[src/rtl/mul_div_ctrl_pkg.sv]
// Shared codes and helpers for the multiply/divide controller.
// Holds the function codes, the controller state encoding and the iteration count.
// Optional macro MDU_DIV_EN: when defined, DIV/DIVU are accepted; otherwise they are ignored.
package mul_div_ctrl_pkg;

   localparam int FUNCT_BUS    = 6;
   localparam int MDU_ITER_CNT = 32;

   localparam logic [FUNCT_BUS-1:0] FUNCT_MTHI  = 6'h11;
   localparam logic [FUNCT_BUS-1:0] FUNCT_MTLO  = 6'h13;
   localparam logic [FUNCT_BUS-1:0] FUNCT_MULT  = 6'h18;
   localparam logic [FUNCT_BUS-1:0] FUNCT_MULTU = 6'h19;
   localparam logic [FUNCT_BUS-1:0] FUNCT_DIV   = 6'h1A;
   localparam logic [FUNCT_BUS-1:0] FUNCT_DIVU  = 6'h1B;

`ifdef MDU_DIV_EN
   localparam bit DIV_ENABLED = 1'b1;
`else
   localparam bit DIV_ENABLED = 1'b0;
`endif

   typedef enum logic [1:0] {
      ST_IDLE = 2'd0,
      ST_CALC = 2'd1,
      ST_FIX  = 2'd2,
      ST_DONE = 2'd3
   } mdu_state_t;

   function automatic logic is_mul_code(input logic [FUNCT_BUS-1:0] f);
      return (f == FUNCT_MULT) || (f == FUNCT_MULTU);
   endfunction

   function automatic logic is_div_code(input logic [FUNCT_BUS-1:0] f);
      return (f == FUNCT_DIV) || (f == FUNCT_DIVU);
   endfunction

   // Codes that run the 32-step iterative datapath in this build.
   function automatic logic is_iter(input logic [FUNCT_BUS-1:0] f);
      return is_mul_code(f) || (DIV_ENABLED && is_div_code(f));
   endfunction

   function automatic logic is_signed_op(input logic [FUNCT_BUS-1:0] f);
      return (f == FUNCT_MULT) || (f == FUNCT_DIV);
   endfunction

endpackage

[src/rtl/mul_div_ctrl_if.sv]
// Pipeline-side bundle of the multiply/divide unit.
// Ports: start/funct/operand_a/operand_b/flush toward the unit; stall_req/busy/done/hi/lo back.
// master = EX stage (drives requests), slave = the unit.
interface mul_div_ctrl_if;
   import mul_div_ctrl_pkg::*;

   logic                 start;
   logic [FUNCT_BUS-1:0] funct;
   logic [31:0]          operand_a;
   logic [31:0]          operand_b;
   logic                 flush;
   logic                 stall_req;
   logic                 busy;
   logic                 done;
   logic [31:0]          hi;
   logic [31:0]          lo;

   modport master (
      output start, funct, operand_a, operand_b, flush,
      input  stall_req, busy, done, hi, lo
   );

   modport slave (
      input  start, funct, operand_a, operand_b, flush,
      output stall_req, busy, done, hi, lo
   );
endinterface

[src/rtl/mul_div_ctrl_mdu_step.sv]
// One combinational radix-2 step: shift-add multiply or restoring divide on magnitudes.
// Ports: is_div selects the step, acc_hi/acc_lo is the working pair, mag_b the multiplier/divisor.
// Optional macro MDU_DIV_EN: without it only the multiply step exists.
module mdu_step (
   input  logic        is_div,
   input  logic [31:0] acc_hi,
   input  logic [31:0] acc_lo,
   input  logic [31:0] mag_b,
   output logic [31:0] nxt_hi,
   output logic [31:0] nxt_lo
);
   // Multiply: acc_lo holds the not-yet-consumed multiplier bits (LSB first);
   // the product shifts down into acc_lo as they are consumed.
   logic [32:0] sum;
   assign sum = {1'b0, acc_hi} + (acc_lo[0] ? {1'b0, mag_b} : 33'd0);

`ifdef MDU_DIV_EN
   // Divide: acc_hi is the partial remainder, acc_lo shifts dividend bits out
   // at the top and quotient bits in at the bottom. remainder < divisor keeps
   // the shifted value below 2^33, so the difference fits in 32 bits.
   logic [32:0] shifted;
   logic [32:0] diff;
   assign shifted = {acc_hi, acc_lo[31]};
   assign diff    = shifted - {1'b0, mag_b};

   always_comb begin
      nxt_hi = sum[32:1];
      nxt_lo = {sum[0], acc_lo[31:1]};
      if (is_div) begin
         if (shifted >= {1'b0, mag_b}) begin
            nxt_hi = diff[31:0];
            nxt_lo = {acc_lo[30:0], 1'b1};
         end else begin
            nxt_hi = shifted[31:0];
            nxt_lo = {acc_lo[30:0], 1'b0};
         end
      end
   end
`else
   logic unused_is_div;
   assign unused_is_div = is_div;
   assign nxt_hi = sum[32:1];
   assign nxt_lo = {sum[0], acc_lo[31:1]};
`endif
endmodule

[src/rtl/mul_div_ctrl.sv]
// Iterative MIPS HI/LO multiply/divide controller with MTHI/MTLO writes.
// Latency: start accepted in cycle N -> done pulse and new hi/lo in cycle N+34; MTHI/MTLO next edge.
// Backpressure: stall_req freezes the pipeline from acceptance through FIX; flush aborts, leaving hi/lo.
// Ports: clk, rst (sync, active-high), bus (slave modport). Optional macro MDU_DIV_EN enables DIV/DIVU.
module mul_div_ctrl
   import mul_div_ctrl_pkg::*;
(
   input  logic          clk,
   input  logic          rst,
   mul_div_ctrl_if.slave bus
);
   mdu_state_t  state, state_nxt;
   logic [4:0]  cnt;
   logic [31:0] acc_hi, acc_lo, mag_b;
   logic [31:0] step_hi, step_lo;
   logic [31:0] fix_hi, fix_lo;
   logic [31:0] hi_r, lo_r;
   logic [63:0] prod;
   logic        sign_a, sign_b, op_signed, op_div;
   logic        iter_req, accept, new_sa, new_sb;

   assign iter_req = (state == ST_IDLE) && bus.start && is_iter(bus.funct);
   assign accept   = iter_req && !bus.flush;
   assign new_sa   = is_signed_op(bus.funct) && bus.operand_a[31];
   assign new_sb   = is_signed_op(bus.funct) && bus.operand_b[31];

   mdu_step u_step (
      .is_div (op_div),
      .acc_hi (acc_hi),
      .acc_lo (acc_lo),
      .mag_b  (mag_b),
      .nxt_hi (step_hi),
      .nxt_lo (step_lo)
   );

   always_comb begin
      state_nxt     = state;
      bus.stall_req = 1'b0;
      bus.busy      = (state != ST_IDLE);
      bus.done      = 1'b0;
      case (state)
         ST_IDLE: begin
            bus.stall_req = iter_req;
            if (accept) state_nxt = ST_CALC;
         end
         ST_CALC: begin
            bus.stall_req = 1'b1;
            if (cnt == '0) state_nxt = ST_FIX;
         end
         ST_FIX: begin
            bus.stall_req = 1'b1;
            state_nxt     = ST_DONE;
         end
         ST_DONE: begin
            bus.done  = 1'b1;
            state_nxt = ST_IDLE;
         end
         default: state_nxt = ST_IDLE;
      endcase
      if (bus.flush) state_nxt = ST_IDLE;
   end

   // Sign restoration. Divide by zero leaves |a| as remainder, which becomes a
   // again after the dividend sign is applied; only the quotient is forced.
   always_comb begin
      prod   = {acc_hi, acc_lo};
      fix_hi = acc_hi;
      fix_lo = acc_lo;
      if (op_div) begin
         if (op_signed && (sign_a ^ sign_b)) fix_lo = -acc_lo;
         if (op_signed && sign_a)            fix_hi = -acc_hi;
         if (mag_b == '0)                    fix_lo = '1;
      end else begin
         if (op_signed && (sign_a ^ sign_b)) prod = -{acc_hi, acc_lo};
         fix_hi = prod[63:32];
         fix_lo = prod[31:0];
      end
   end

   always_ff @(posedge clk) begin
      if (rst) begin
         state     <= ST_IDLE;
         cnt       <= '0;
         acc_hi    <= '0;
         acc_lo    <= '0;
         mag_b     <= '0;
         sign_a    <= 1'b0;
         sign_b    <= 1'b0;
         op_signed <= 1'b0;
         op_div    <= 1'b0;
         hi_r      <= '0;
         lo_r      <= '0;
      end else begin
         state <= state_nxt;
         if (accept) begin
            cnt       <= 5'(MDU_ITER_CNT - 1);
            sign_a    <= new_sa;
            sign_b    <= new_sb;
            op_signed <= is_signed_op(bus.funct);
            op_div    <= DIV_ENABLED && is_div_code(bus.funct);
            acc_hi    <= '0;
            acc_lo    <= new_sa ? -bus.operand_a : bus.operand_a;
            mag_b     <= new_sb ? -bus.operand_b : bus.operand_b;
         end else if (state == ST_CALC) begin
            cnt    <= cnt - 5'd1;
            acc_hi <= step_hi;
            acc_lo <= step_lo;
         end
         if (state == ST_FIX && !bus.flush) begin
            hi_r <= fix_hi;
            lo_r <= fix_lo;
         end else if (state == ST_IDLE && bus.start && !bus.flush) begin
            if (bus.funct == FUNCT_MTHI) hi_r <= bus.operand_a;
            if (bus.funct == FUNCT_MTLO) lo_r <= bus.operand_a;
         end
      end
   end

   assign bus.hi = hi_r;
   assign bus.lo = lo_r;
endmodule

[src/flat_wrapper.sv]
// flat-port wrapper written by rule: the top's interface ports become plain ports
module mul_div_ctrl_flat import mul_div_ctrl_pkg::*;
  (clk, rst, bus_start, bus_funct, bus_operand_a, bus_operand_b, bus_flush, bus_stall_req, bus_busy, bus_done, bus_hi, bus_lo);
  mul_div_ctrl_if bus_i ();
  input  logic clk;
  input  logic rst;
  input wire logic [$bits(bus_i.start)-1:0] bus_start;
  input wire logic [$bits(bus_i.funct)-1:0] bus_funct;
  input wire logic [$bits(bus_i.operand_a)-1:0] bus_operand_a;
  input wire logic [$bits(bus_i.operand_b)-1:0] bus_operand_b;
  input wire logic [$bits(bus_i.flush)-1:0] bus_flush;
  output wire logic [$bits(bus_i.stall_req)-1:0] bus_stall_req;
  output wire logic [$bits(bus_i.busy)-1:0] bus_busy;
  output wire logic [$bits(bus_i.done)-1:0] bus_done;
  output wire logic [$bits(bus_i.hi)-1:0] bus_hi;
  output wire logic [$bits(bus_i.lo)-1:0] bus_lo;
  assign bus_i.start = bus_start;
  assign bus_i.funct = bus_funct;
  assign bus_i.operand_a = bus_operand_a;
  assign bus_i.operand_b = bus_operand_b;
  assign bus_i.flush = bus_flush;
  assign bus_stall_req = bus_i.stall_req;
  assign bus_busy = bus_i.busy;
  assign bus_done = bus_i.done;
  assign bus_hi = bus_i.hi;
  assign bus_lo = bus_i.lo;
  mul_div_ctrl u_core (.clk(clk), .rst(rst), .bus(bus_i));
endmodule
[config.mk]
export PLATFORM = sky130hd
export DESIGN_NAME = mul_div_ctrl_flat
export DESIGN_NICKNAME = d
export VERILOG_FILES = /design/src/rtl/mul_div_ctrl_pkg.sv /design/src/rtl/mul_div_ctrl_if.sv /design/src/rtl/mul_div_ctrl_mdu_step.sv /design/src/rtl/mul_div_ctrl.sv /design/src/flat_wrapper.sv
export SDC_FILE = /design/constraint.sdc
export NUM_CORES = 1
export LEC_CHECK = 0
export ABC_AREA = 0
export CAP_MARGIN = 10
export CORE_MARGIN = 3
export CORE_UTILIZATION = 50
export DETAILED_ROUTE_END_ITERATION = 6
export HOLD_SLACK_MARGIN = 0.12
export PLACE_DENSITY = 0.73
export SETUP_SLACK_MARGIN = 0.02
export SYNTH_ARGS = -nofsm -noshare
export SYNTH_HDL_FRONTEND = slang
export SYNTH_SLANG_ARGS = --single-unit
[constraint.sdc]
create_clock -name clk -period 6.47 [get_ports clk]
set_input_delay 0.647 -clock clk [delete_from_list [all_inputs] [get_ports clk]]
set_output_delay 0.647 -clock clk [all_outputs]
set_load 0.05 [all_outputs]
* After elaboration in Yosys (flattened, before gate mapping)
Cells that the tools add are included.
W data, S select, Z words.
** Operators by class
- Add/sub/neg operators :: 5
- Equality and inequality tests :: 10
- Multiplexer cells :: 19
- Bitwise logic cells :: 1
- Reductions and logical operators :: 24
** Operators with widths (count)
- $mux W32 :: 11
- $mux W64 :: 1
- $neg A32 Y32 :: 2
- $neg A64 Y64 :: 1
- $add A32 B33 Y33 :: 1
- $eq A6 B5 Y1 const B :: 5
- $mux W5 :: 2
- $reduce_bool A2 Y1 :: 5
- $logic_and A1 B1 Y1 :: 8
- $pmux W2 S4 :: 1
- $reduce_and A2 Y1 :: 3
- $reduce_or A2 Y1 :: 3
- $logic_not A5 Y1 :: 1
- $sub A5 B1 Y5 const B :: 1
- $eq A2 B2 Y1 const B :: 2
- $mux W2 :: 2
- $ne A2 B1 Y1 const B :: 2
- $eq A2 B1 Y1 const B :: 1
- $logic_not A2 Y1 :: 1
- $logic_or A1 B1 Y1 :: 2
- $pmux W1 S2 :: 1
- $logic_not A1 Y1 :: 1
- $mux W1 :: 1
- $xor A1 B1 Y1 :: 1
** Storage, ports and cells
- Register bits :: 170
- Input bits :: 74
- Output and inout bits :: 67
- Word-level logic and storage cells :: 69

* Depth between registers and ports, before layout
Gate-level depths: netlist of the first run.
- Depth after elaboration :: 6
- Gate-level depth with buffers :: 12
- Mapped depth without buffers :: 10

* Hierarchy
Synthesis of the first run repeated with hierarchy kept, for this count alone.
** Unflattened totals
- Cell total of the unflattened synthesis :: 1574
- Area, all modules :: 12512.0 um2
** Modules (own cells, without submodules)
- mul_div_ctrl :: times used 1, cells an instance 1221, area an instance 10083.4 um2, seq. area each 3403.3 um2
- mdu_step :: times used 1, cells an instance 353, area an instance 2428.6 um2, seq. area each 0.0 um2

* Worst setup path after synthesis of the first run
No wires, ideal clock.
- Kind :: reg2reg
- Start :: register u_core.acc_lo[0]
- End :: register u_core.acc_hi[29]
- Setup time :: 132 ps
- Arrival :: 3052 ps
- Data required time :: 6338 ps
- Setup slack :: 3286 ps
- Cell stages (with the launch flop) :: 13
- Path buffers :: 2
- Period minus slack after synthesis :: 3184 ps
- Cells stage by stage :: dfxtp_1 clkbuf_1 clkbuf_1 and2_1 ha_1 fa_1 a21o_1 a221oi_1 o211ai_1 a21boi_1 o21ai_0 o21ai_0 or3b_2
** Between the ends
- Word-level cells in the longest chain between the ends :: 2
** RTL lines
- start, declared :: line mul_div_ctrl.sv:14 : logic [31:0] acc_hi, acc_lo, mag_b;
- start signal, assigned :: line mul_div_ctrl.sv:102 : acc_lo <= new_sa ? -bus.operand_a : bus.operand_a;
- start signal, assigned :: line mul_div_ctrl.sv:107 : acc_lo <= step_lo;
- $mux W32 :: line mul_div_ctrl_mdu_step.sv:15 : assign sum = {1'b0, acc_hi} + (acc_lo[0] ? {1'b0, mag_b} : 33'd0);
- $add A32 B33 Y33 :: line mul_div_ctrl_mdu_step.sv:15
- end signal, assigned :: line mul_div_ctrl.sv:106 : acc_hi <= step_hi;
- end, declared :: line mul_div_ctrl.sv:14
Every way passes these cells.
A chain may end at the register's enable or synchronous reset.

* Final worst setup path of the first run
Ends and elaborated chain as after synthesis.

==> metrics.txt, run 1 <==
result of the run finished, final reports clean; largest family of logic cells by synthesized area compound AO/OA/AOI/OAI gates; register area share after synthesis 29.8%; routed wire length 33100 µm; Power Dens Cells 166 mW/mm²; post_cts resized 0; first-pass GRT wire length 52500 µm; xor and xnor area share after synthesis 11.0%; simple-gate share of the synthesized area 19.4%; core box area 0.0222 mm²; FMAX 254 MHz; FP Rows 54; top cells by area, synth dfxtp_1, mux2i_1, xor2_1; Synth Register Bits 170; Max Slew Vio Count 0; Initial Utilization 51.5%; Synth Flop Type dfxtp_1; drt wl/cell 18.7 µm; leading area contributor after synthesis dfxtp_1; library cells used by synthesis 69; nets 1597; CTS Buf Count 17; clk sinks 170; LEAKAGE 4.91 nW; Place WS 2410 ps; syn_nets 1511; CP Data Required Time 6780 ps; critical path class reg -> reg; # setup viols final 0; adder-cell area share of the yosys netlist 4.78%; die width 157 µm; grt ovf 0; Fin Setup TNS 0 ps; R2R Path Start u_core.acc_lo[0]; RSZ-0062 raised after global routing false; hold crit path type reg -> reg; Placed Instances 1741; synthesis-to-finish area growth 18.6%; htree depth 4; Clock Pin Slew Worst Setup and Hold Paths 60 ps; Layout Cells excl Fill 1773; Worst-Margin Slew 1170 ps; top cell type's share of synthesized area 29.8%; post-synthesis mux area share 8.95%; setup bufs post-CTS 0; Syn Std Cell Area 0.0114 mm²; Max-cap violations 0; Worst setup endpoint u_core.acc_hi[29]; cell count after synthesis 1394; chip height 157 µm; Critical R2R Capture u_core.acc_hi[29]; PortBufs 140; startpoint types register; vias in the first global route 9990; ys async rst share 0%; worst vdd ir 0.169 mV; TritonCTS clock tree yes; Detail Route Antenna Nets 0; Worst slew margin 21.9%; reg-to-reg slack, setup 2530 ps; Root Buffer clkbuf_16; 1st-pass router iterations 6; complex-gate fraction of the synthesized area 22.3%; nature of the critical path endpoint register; vias per cell 6.09; Period minus WS final 3940 ps; largest net degree at the start of global routing 60; Syn Area/Cell 8.19 µm²; Crit path arrival time 4250 ps; worst-skew pair later-pin latency 440 ps; Final HPWL DP 24100 µm; crit path max fanout 37; Setup Skew 12.2 ps; vias post-DR 10800; initial antenna violation count 0; Synthesis Warnings 0; RePlAce Congestion 0.936; crit path from u_core.acc_lo[0]; fraction of layout cells with a size suffix above 1 4.96%; DRT iter0 DRCs 856; Residual DRC 0; clk buf depth 2; io pins 141; CTS Hold Bufs 0; setup ws final 2530 ps; period utilisation layout 60.9%; Diodes inserted 0; GRT Resource Usage Total 26.3%; Reg2Reg Depth 10; final hold violation count 0; die area 0.0247 mm²; number of flops mapped to enable cells by yosys 0
[flip-flops by register name, summed over array words and instances, names as in the netlist]
name	cells
u_core.state	2
u_core.op_signed	1
u_core.bus.hi	32
u_core.acc_lo	32
u_core.cnt	5
u_core.sign_b	1
u_core.acc_hi	32
u_core.bus.lo	32
u_core.mag_b	32
u_core.sign_a	1
[where the power goes]
group	internal (W)	leakage, nW	switching, W
Clock	0.000572	0.282	0.000443
Combinational	0.0000759	3.26	0.000106
Sequential	0.00105	1.37	0.00000429
Total	0.00170	4.91	0.000554
[per-layer routing]
| metal | vias up | share of wire [%] | wire [µm] | GRT usage (%) |
|---|---|---|---|---|
| li1 | 5282 | - | - | - |
| met1 | 5007 | 45 | 14800 | 36.1 |
| met2 | 434 | 45 | 15000 | 42.6 |
| met3 | 77 | 6.9 | 2290 | 3.38 |
| met4 | 0 | 3.1 | 1040 | 9.50 |
| met5 | - | 0 | 0 | 0 |
[layout by cell type, fill, tap and decap left out, drive strengths merged, types with 59 or more instances in the layout]
| cell type | instances |
|---|---|
| xor2 | 74 |
| a21oi | 82 |
| dfxtp | 170 |
| mux2i | 101 |
| a211oi | 86 |
| clkdlybuf4s50 | 139 |
| nor2 | 152 |
| xnor2 | 69 |
| o21ai | 59 |
| nand2 | 83 |
[per-stage QoR]
stage	instance area [µm²]	hold slack (ps)	total power [W]	utilization, %
after floorplan	11400	417	0.00116	-
after global placement	13000	427	0.00126	58.5
after detailed placement	13000	438	0.00126	58.5
after CTS	13500	453	0.00226	61.1
after global routing	13500	487	0.00232	61.1
final	13500	446	0.00225	61.1
[cell usage after synthesis, drive strengths merged (4+ instances only)]
library cell	n
nand4	11
o21ai	59
a21oi	82
o21bai	4
or4	21
a31oi	12
o211ai	7
nor2b	15
nand3	10
o22ai	42
or3	17
and3	6
or2	7
nand2	83
xnor2	69
o31ai	31
a21boi	6
ha	42
nor3	40
a211oi	86
or3b	4
dfxtp	170
o41ai	12
a21o	8
mux2i	101
clkbuf	79
o21a	7
inv	24
and2	42
nor4	14
buf	9
nand2b	9
xor2	74
nor2	152
[worst max-delay path, stage by stage (launching register included)]
cell,delay (ps)
dfxtp_1,630
and2_1,320
ha_1,210
fa_1,410
a21o_1,230
a221oi_1,340
o211ai_1,180
a21boi_1,480
o21ai_0,350
o21ai_0,210
or3b_2,450
[cell type report]
cell class | count | area, µm²
fillers | 1977 | 8620
multi-input cells | 1112 | 7610
flip-flops and latches | 170 | 3400
repair buffers | 155 | 1510
clock buffers | 19 | 433
well taps | 280 | 350
clock inverters | 13 | 144
inverters | 24 | 90.1
[worst min-delay path by stage]
stage | endpoint | cells past startpoint | slack (ps) | from
floorplan | u_core.mag_b[19] | 2 | 420 | u_core.mag_b[19]
finish | u_core.mag_b[19] | 2 | 450 | u_core.mag_b[19]
CTS | u_core.mag_b[22] | 2 | 450 | u_core.mag_b[22]
global route | u_core.mag_b[0] | 2 | 490 | u_core.mag_b[0]
global placement | u_core.mag_b[25] | 2 | 430 | u_core.mag_b[25]
detailed placement | u_core.mag_b[22] | 2 | 440 | u_core.mag_b[22]
[cell families after synthesis]
kind of cell,Yosys count
mux,102
flops,170
fa+ha+maj,43
compound gates,383
buf+inv,112
simple gates,441
xor+xnor,143
Power figures use the tool's default switching activity.
==> run 2: changes to the inputs <==
--- a/config.mk
+++ b/config.mk
@@ -11,7 +11,7 @@
 export CORE_UTILIZATION = 50
 export DETAILED_ROUTE_END_ITERATION = 6
 export HOLD_SLACK_MARGIN = 0.12
-export PLACE_DENSITY = 0.73
+export PLACE_DENSITY = 0.76
 export SETUP_SLACK_MARGIN = 0.02
 export SYNTH_ARGS = -nofsm -noshare
 export SYNTH_HDL_FRONTEND = slang
==> constraint.sdc (replaced) <==
create_clock -name clk -period 3.22 [get_ports clk]
set_input_delay 0.322 -clock clk [delete_from_list [all_inputs] [get_ports clk]]
set_output_delay 0.322 -clock clk [all_outputs]
set_load 0.05 [all_outputs]
==> run 2 against run 1 <==
Die area stayed put. Utilization is 2.3 points higher. Clock skew is 3.2 ps lower. Critical path type unchanged. Highest routed layer unchanged. Sequential power is 100% higher. Critical path depth is 3 lower. Worst hold slack worse by 69 ps.
==> metrics.txt, run 2 (synthesis results as in run 1) <==
result of the run finished, final reports clean (unchanged); end-of-flow core utilization 63.4% (was 61.1%); CP Data Required Time 3520 ps (was 6780 ps); CTS Hold Bufs 0 (unchanged); worst vdd ir 0.254 mV (was 0.169 mV); Crit path arrival time 3310 ps (was 4250 ps); drt wl/cell 18.3 µm (was 18.7 µm); Root Buffer clkbuf_16 (unchanged); Worst-Margin Slew 714 ps (was 1170 ps); FP Rows 54 (unchanged); Clock Pin Slew Worst Setup and Hold Paths 70 ps (was 60 ps); largest net degree at the start of global routing 56 (was 60); hold crit path type in -> reg (was reg -> reg); crit-path cells or4_1 > nor3_1 > nand4_1 > or3_1 > o31ai_1 > xor2_1 > o22ai_1 (was and2_1 > ha_1 > fa_1 > a21o_1 > a221oi_1 > o211ai_1 > a21boi_1 > o21ai_0 > o21ai_0 > or3b_2); htree depth 4 (unchanged); vias in the first global route 10400 (was 9990); Detail Route Antenna Nets 0 (unchanged); die width 157 µm (unchanged); crit path buf inv count 0 (unchanged); fraction of layout cells with a size suffix above 1 8.76% (was 4.96%); setup ws final 213 ps (was 2530 ps); most common cell after layout, fill and taps aside dfxtp_1 (unchanged); Residual DRC 0 (unchanged); FF+latch area 0.00340 mm² (unchanged); core box area 0.0222 mm² (unchanged); CTS Buf Count 17 (unchanged); first-pass GRT wire length 53700 µm (was 52500 µm); 1st-pass router iterations 6 (unchanged); synthesis-to-finish area growth 23.1% (was 18.6%); Power Dens Cells 326 mW/mm² (was 166 mW/mm²); GRT Resource Usage Total 26.7% (was 26.3%); FMAX 333 MHz (was 254 MHz); Setup Skew 8.96 ps (was 12.2 ps); Final Cell Area 0.0141 mm² (was 0.0135 mm²); initial antenna violation count 0 (unchanged); clk buf depth 2 (unchanged); reg-to-reg slack, setup 210 ps (was 2530 ps); RSZ-0062 raised after global routing false (unchanged); # setup viols final 0 (unchanged); nets 1657 (was 1597); multi-input logic area 0.00761 mm² (unchanged); Placed Instance Area 0.0135 mm² (was 0.0130 mm²); period utilisation layout 93.4% (was 60.9%); LEAKAGE 5.22 nW (was 4.91 nW); Worst slew margin 51.8% (was 21.9%); Place WS -158 ps (was 2410 ps); chip height 157 µm (unchanged); clk sinks 170 (unchanged); Period minus WS final 3010 ps (was 3940 ps); Diodes inserted 0 (unchanged); Final HPWL DP 25000 µm (was 24100 µm); PortBufs 140 (unchanged); io pins 141 (unchanged); TritonCTS clock tree yes (unchanged); Max-cap violations 0 (unchanged); RePlAce Congestion 0.942 (was 0.936); startpoint types register (unchanged); FILL cells 1906 (was 1977); setup bufs post-CTS 0 (unchanged); post_cts resized 0 (unchanged); critical path class reg -> reg (unchanged); total power 0.00459 W (was 0.00225 W); final hold violation count 0 (unchanged); crit-path max cell delay 600 ps (was 630 ps); worst-skew pair later-pin latency 430 ps (was 440 ps); Max Slew Vio Count 0 (unchanged); die area 0.0247 mm² (unchanged); Initial Utilization 51.5% (unchanged); nature of the critical path endpoint register (unchanged); DRT iter0 DRCs 989 (was 856); grt ovf 0 (unchanged); crit path max fanout 7 (was 37); routed wire length 33600 µm (was 33100 µm); vias per cell 6.06 (was 6.09); commonest non-fill, non-tap cells in the layout dfxtp_1, nor2_1, clkdlybuf4s50_1 (unchanged); CP delay by family, top simple AND/OR/NAND/NOR gates (was compound AO/OA/AOI/OAI gates); slowest CP cell or4_1 (was dfxtp_1); vias post-DR 11100 (was 10800)
-- run 2: cell types whose count changed in the layout (fill, tap and decap cells not counted), sizes merged --
cell | previous run | this run
clkbuf | 19 | 17
buf | 16 | 76
clkinvlp | 1 | 2
inv | 27 | 28
-- run 2: final timing paths --
| check | cells after the start | endpoint | from |
|---|---|---|---|
| worst max-delay path | 7 | u_core.bus.hi[9] | u_core.acc_lo[4] |
| worst min-delay path | 3 | u_core.acc_hi[31] | rst |
| worst max register to register | 7 | u_core.bus.hi[9] | u_core.acc_lo[4] |
| worst min register to register | 2 | u_core.mag_b[19] | u_core.mag_b[19] |
-- run 2: final cells by class --
cell class / instances / area share (%)
Timing Repair Buffer: 215 / 14.3
Sequential cell: 170 / 24.2
Multi-Input combinational cell: 1112 / 54.1
Clock buffer: 17 / 3.03
Inverter: 24 / 0.641
Clock inverter: 15 / 1.18
Tap cell: 280 / 2.49
-- run 2: worst min-delay path: cells and delay by family --
family / cells / cell delay (ps)
simple gates: 1 / 220
compound gates: 1 / 90
buf+inv: 1 / 110
-- run 2: power breakdown --
part	total [W]	switching, W	internal [W]
Sequential	0.00212	0.00000792	0.00211
Combinational	0.000396	0.000221	0.000176
Clock	0.00207	0.000916	0.00116
-- run 2: stage by stage --
step	instances	setup TNS (ps)	hold WS (ps)
after floorplan	1394	0	401
after global placement	1801	-123	427
after detailed placement	1801	-429	437
after CTS	1833	0	367
after global routing	1833	0	385
final	1833	0	377
-- run 2: layer usage --
layer,global-route usage (%),vias up,wire length [µm]
met3,3.68,77,2710
met4,9.96,0,1080
met5,0,-,0
met2,43.1,494,15100
met1,36.6,5133,14700
li1,-,5408,-
==> edit 1 (settings of run 1) <==
Reset style: asynchronous (`rst`), changed in one clocked block.
--- a/src/rtl/mul_div_ctrl.sv
+++ b/src/rtl/mul_div_ctrl.sv
@@ -79,3 +79,3 @@
 
-   always_ff @(posedge clk) begin
+   always_ff @(posedge clk or posedge rst) begin
       if (rst) begin
Formal check against the unedited RTL: differs if rst is asserted again (counterexample within 4 cycles, from zero or initial values and one cycle with rst high); with rst held inactive, the same outputs for 4 cycles.
==> edit 1 against run 1 <==
  * Synthesized area increased by 4.2%
  * Setup slack got worse by 0.17 ns
  * Critical path depth increased by 1
  * Sequential cell count unchanged
  * Critical path type unchanged
  * First-iteration DRC count decreased by 0.58%
  * Highest routed layer unchanged
  * Largest cell class unchanged
  * Routed wire length decreased by 5.4%
  * Cell area increased by 3.8%
Power is not compared: it rests on default switching activity, and its combinational part moved more than twofold at a synthesized area within 25%.
==> edit 1: results (changes against run 1) <==
| Metric | Value |
|---|---|
| Seq/Total Area, Yosys | 35.7% (+5.9 points) |
| Peak per-stage delay on the critical path | 0.72 ns (+0.09 ns) |
| Cts repair resizes | 0 (unchanged) |
| Nets | 1602 (+0.31%) |
| Seq. pwr | 1.96 mW |
| Max IR drop VDD | 0.000172 V |
| Mean Syn Cell Area | 8.49 µm² (+3.7%) |
| Status | finished, final reports clean |
| Worst-case reg-to-reg path depth | 11 (+1) |
| Clock transition at path regs | 0.06 ns (about the same) |
| Post-CTS setup buffer count | 0 (unchanged) |
| Cts bufs inserted | 17 (unchanged) |
| Number of cells on the worst hold path | 2 (unchanged) |
| Htree depth | 4 (unchanged) |
| Global-route usage over all layers | 24.2% (-2.1 points) |
| Clk_skew | 0.00922 ns (-0.00297 ns) |
| Worst-Skew Late Latency | 0.43 ns |
| Drt initial violations | 851 (-0.58%) |
| Clock buffer depth | 2 (unchanged) |
| Syn Nets | 1518 (+0.46%) |
| Fraction of registers with async set/reset | 100% (+100 points) |
| Root Driver | clkbuf_16 |
| Switch share | 46.0% |
| Area contributors post-synth | dfrtp_1 (36%), mux2i_1 (7.6%), o21ai_0 (7.1%) |
| Pin count of the biggest net entering global routing | 129 (+110%) |
| Worst Path Max Fanout | 38 (+2.7%) |
| Synth cell types | 66 (-4.3%) |
| DR pass1 iterations | 5 (-1) |
| Fillers | 2093 (+5.9%) |
| Setup violators final | 0 (unchanged) |
| Leakage dissipation | 5.46 nW |
| Hpwl dp | 22700 µm (-5.7%) |
| Global-route wire length before repair | 51500 µm (-1.9%) |
| Synth Flop Type | dfrtp_1 |
| DRC viols | 0 (unchanged) |
| Reg power frac | 34.1% |
| Port Buffers | 140 (unchanged) |
| Rel. slew slack | 23.9% (+2.1 points) |
| WL final | 31300 µm (-5.4%) |
| CP top delay family | compound AO/OA/AOI/OAI gates |
| Cell Count Post-Placement | 1779 (+2.2%) |
| YS warnings | 0 (unchanged) |
| Max power group | combinational cells |
| Most frequent cells after synthesis | nand2_1 (185), dfrtp_1 (170), o21ai_0 (170) |
| Slowest stage cell, crit path | dfrtp_1 |
| Via count | 10500 (-3.0%) |
| Share of cells above drive strength 1 | 4.41% (-0.55 points) |
| Vias/cell | 5.79 (-5.0%) |
| Placement Cell Area | 13500 µm² (+4.1%) |
| Antenna violations before repair | 0 (unchanged) |
| Worst path arrival time | 4.41 ns (+0.16 ns) |
| GP Congestion | 0.880 (-6.0%) |
| Pre-CTS WS | 2.38 ns (-0.0290 ns) |
| # diodes | 0 (unchanged) |
| Combinational share of power | 48.7% |
| Worst Hold Class | reg2reg |
==> edit 1: changes by cell type in the layout (fill, tap and decap cells not counted), moves of 40 or more <==
cell      change
nor2_1       -72
a211oi_1     -65
o22ai_1      -40
o21ai_0     +114
dfxtp_1     -170
dfrtp_1     +170
nand2_1     +103
==> edit 1: layout make-up <==
class / count / area, µm² / area share (%)
clock inverters: 13 / 120 / 0.854
clock buffers: 18 / 439 / 3.12
flip-flops and latches: 170 / 4250 / 30.3
repair buffers: 151 / 1480 / 10.6
multi-input cells: 1119 / 7270 / 51.7
well taps: 313 / 392 / 2.79
inverters: 26 / 103 / 0.730
==> edit 1: final timing paths <==
check | to | slack [ns] | from
min in group asynchronous | u_core.cnt[3] | 0.59 | rst
setup / recovery | u_core.acc_hi[27] | 2.36 | u_core.acc_lo[0]
hold reg to reg | u_core.mag_b[11] | 0.47 | u_core.mag_b[11]
hold / removal | u_core.mag_b[11] | 0.47 | u_core.mag_b[11]
max in group asynchronous | u_core.bus.hi[19] | 4.61 | rst
setup reg to reg | u_core.acc_hi[27] | 2.36 | u_core.acc_lo[0]
==> edit 1: logic make-up (layout without fill, tap and decap cells) <==
family / count (synthesis) / in the layout / share of synthesized area (%)
multiplexers: 91 / 91 / 7.66
XOR/XNOR: 147 / 147 / 10.8
flip-flops: 170 / 170 / 35.7
AND/OR/NAND/NOR: 466 / 466 / 19.3
AO/OA/AOI/OAI: 372 / 372 / 18.4
adder cells (fa/ha/maj): 43 / 43 / 4.58
buffers and inverters: 112 / 208 / 3.55
==> edit 1: metal layers <==
layer  global-route usage (%)  wire length [µm]  part of all wire, %
met1                     33.7             14300                   46
met4                     6.67               487                  1.6
met3                     3.29              1940                  6.2
met5                        0                 0                    0
met2                     39.6             14600                   47
==> edit 2 (config.mk and constraints of run 1) <==
Made on the original files. The package constant `FUNCT_BUS` goes from 6 to 12.
--- a/src/rtl/mul_div_ctrl_pkg.sv
+++ b/src/rtl/mul_div_ctrl_pkg.sv
@@ -5,3 +5,3 @@
 
-   localparam int FUNCT_BUS    = 6;
+   localparam int FUNCT_BUS    = 12;
    localparam int MDU_ITER_CNT = 32;
Ports: changed (resized bus_funct); port bits go from 141 to 147. No check against the original RTL was run, so the function may have changed too.
==> edit 2 against run 1 <==
  * Clock skew increased by 0.0042 ns
  * Routed wire length down 5.4%
  * Critical endpoint is now bus_stall_req
  * Total power fell by 0.27%
  * Sequential cell count unchanged
  * First-iteration DRC count down 17%
  * Cell area increased by 0.88%
  * Maximum frequency grew 1.1%
  * Synthesized area up 0.45%
  * Combinational power decreased by 31%
  * Setup slack better by 0.041 ns
  * Register-to-register slack gained 0.24 ns
  * Largest cell class unchanged
==> edit 2: results (changes against run 1) <==
| Metric | Value |
|---|---|
| P_comb | 125 µW (-31%) |
| Seq/Total Area, Yosys | 29.7% (-0.13 points) |
| Global-route wire length before repair | 50500 µm (-4.0%) |
| Power Density | 164 nW/µm² (-1.1%) |
| Max IR drop VDD | 0.000123 V (-27%) |
| Status | finished, final reports clean |
| Area contributors post-synth | dfxtp_1 (30%), mux2i_1 (9.0%), a211oi_1 (6.2%) |
| Clk_skew | 0.0164 ns (+0.00421 ns) |
| WL met1 | 14200 µm (-3.7%) |
| Share of cells above drive strength 1 | 5.81% (+0.86 points) |
| Global-route usage over all layers | 25.1% (-1.2 points) |
| Slowest stage cell, crit path | clkdlybuf4s50_1 |
| Cell Count Post-Placement | 1745 (+0.23%) |
| Nets | 1607 (+0.63%) |
| DR WL/cell | 17.6 µm (-5.6%) |
| Synth cell types | 74 (+7.2%) |
| Port Buffers | 146 (+4.3%) |
| Post-Synth XOR/XNOR Area | 11.2% (+0.26 points) |
| Post-synthesis adder-cell area fraction | 4.76% (-0.021 points) |
| GR Util met3 | 3.52% (+0.14 points) |
| Drt initial violations | 711 (-17%) |
| Fillers | 2028 (+2.6%) |
| Post-Syn Instances | 1393 (-0.072%) |
| Clock network power | 1.08 mW (+6%) |
| Met2 routed WL | 14800 µm (-1.4%) |
| Worst path arrival time | 3.25 ns (-1.00 ns) |
| Syn Nets | 1516 (+0.33%) |
| Met1 usage | 33.1% (-3.0 points) |
-- edit 2: cell types whose count changed in the layout (fill, tap and decap cells not counted), moves of 6 or more --
cell / before / now
nor3_1: 38 / 14
nand2_1: 82 / 103
a21oi_1: 82 / 68
o21ai_1: 3 / 15
or4_1: 18 / 8
a211oi_1: 86 / 95
nor2_1: 152 / 159
nor2b_1: 14 / 7
o21ai_0: 56 / 63
o31ai_1: 30 / 23
clkdlybuf4s50_1: 139 / 145
o211ai_1: 7 / 1
o22ai_1: 42 / 36
-- edit 2: final timing paths --
check | to | slack, ns | cells past startpoint
setup / recovery | bus_stall_req | 2.57 | 6
hold reg to reg | u_core.mag_b[0] | 0.46 | 2
setup reg to reg | u_core.acc_hi[27] | 2.77 | 13
hold / removal | u_core.mag_b[0] | 0.46 | 2
-- edit 2: layout make-up --
cell class	count	area share (%)
Clock buffer	20	3.34
Clock inverter	12	1.19
Inverter	27	0.742
Multi-Input combinational cell	1109	55.9
Sequential cell	170	24.9
Tap cell	280	2.56
Timing Repair Buffer	159	11.4
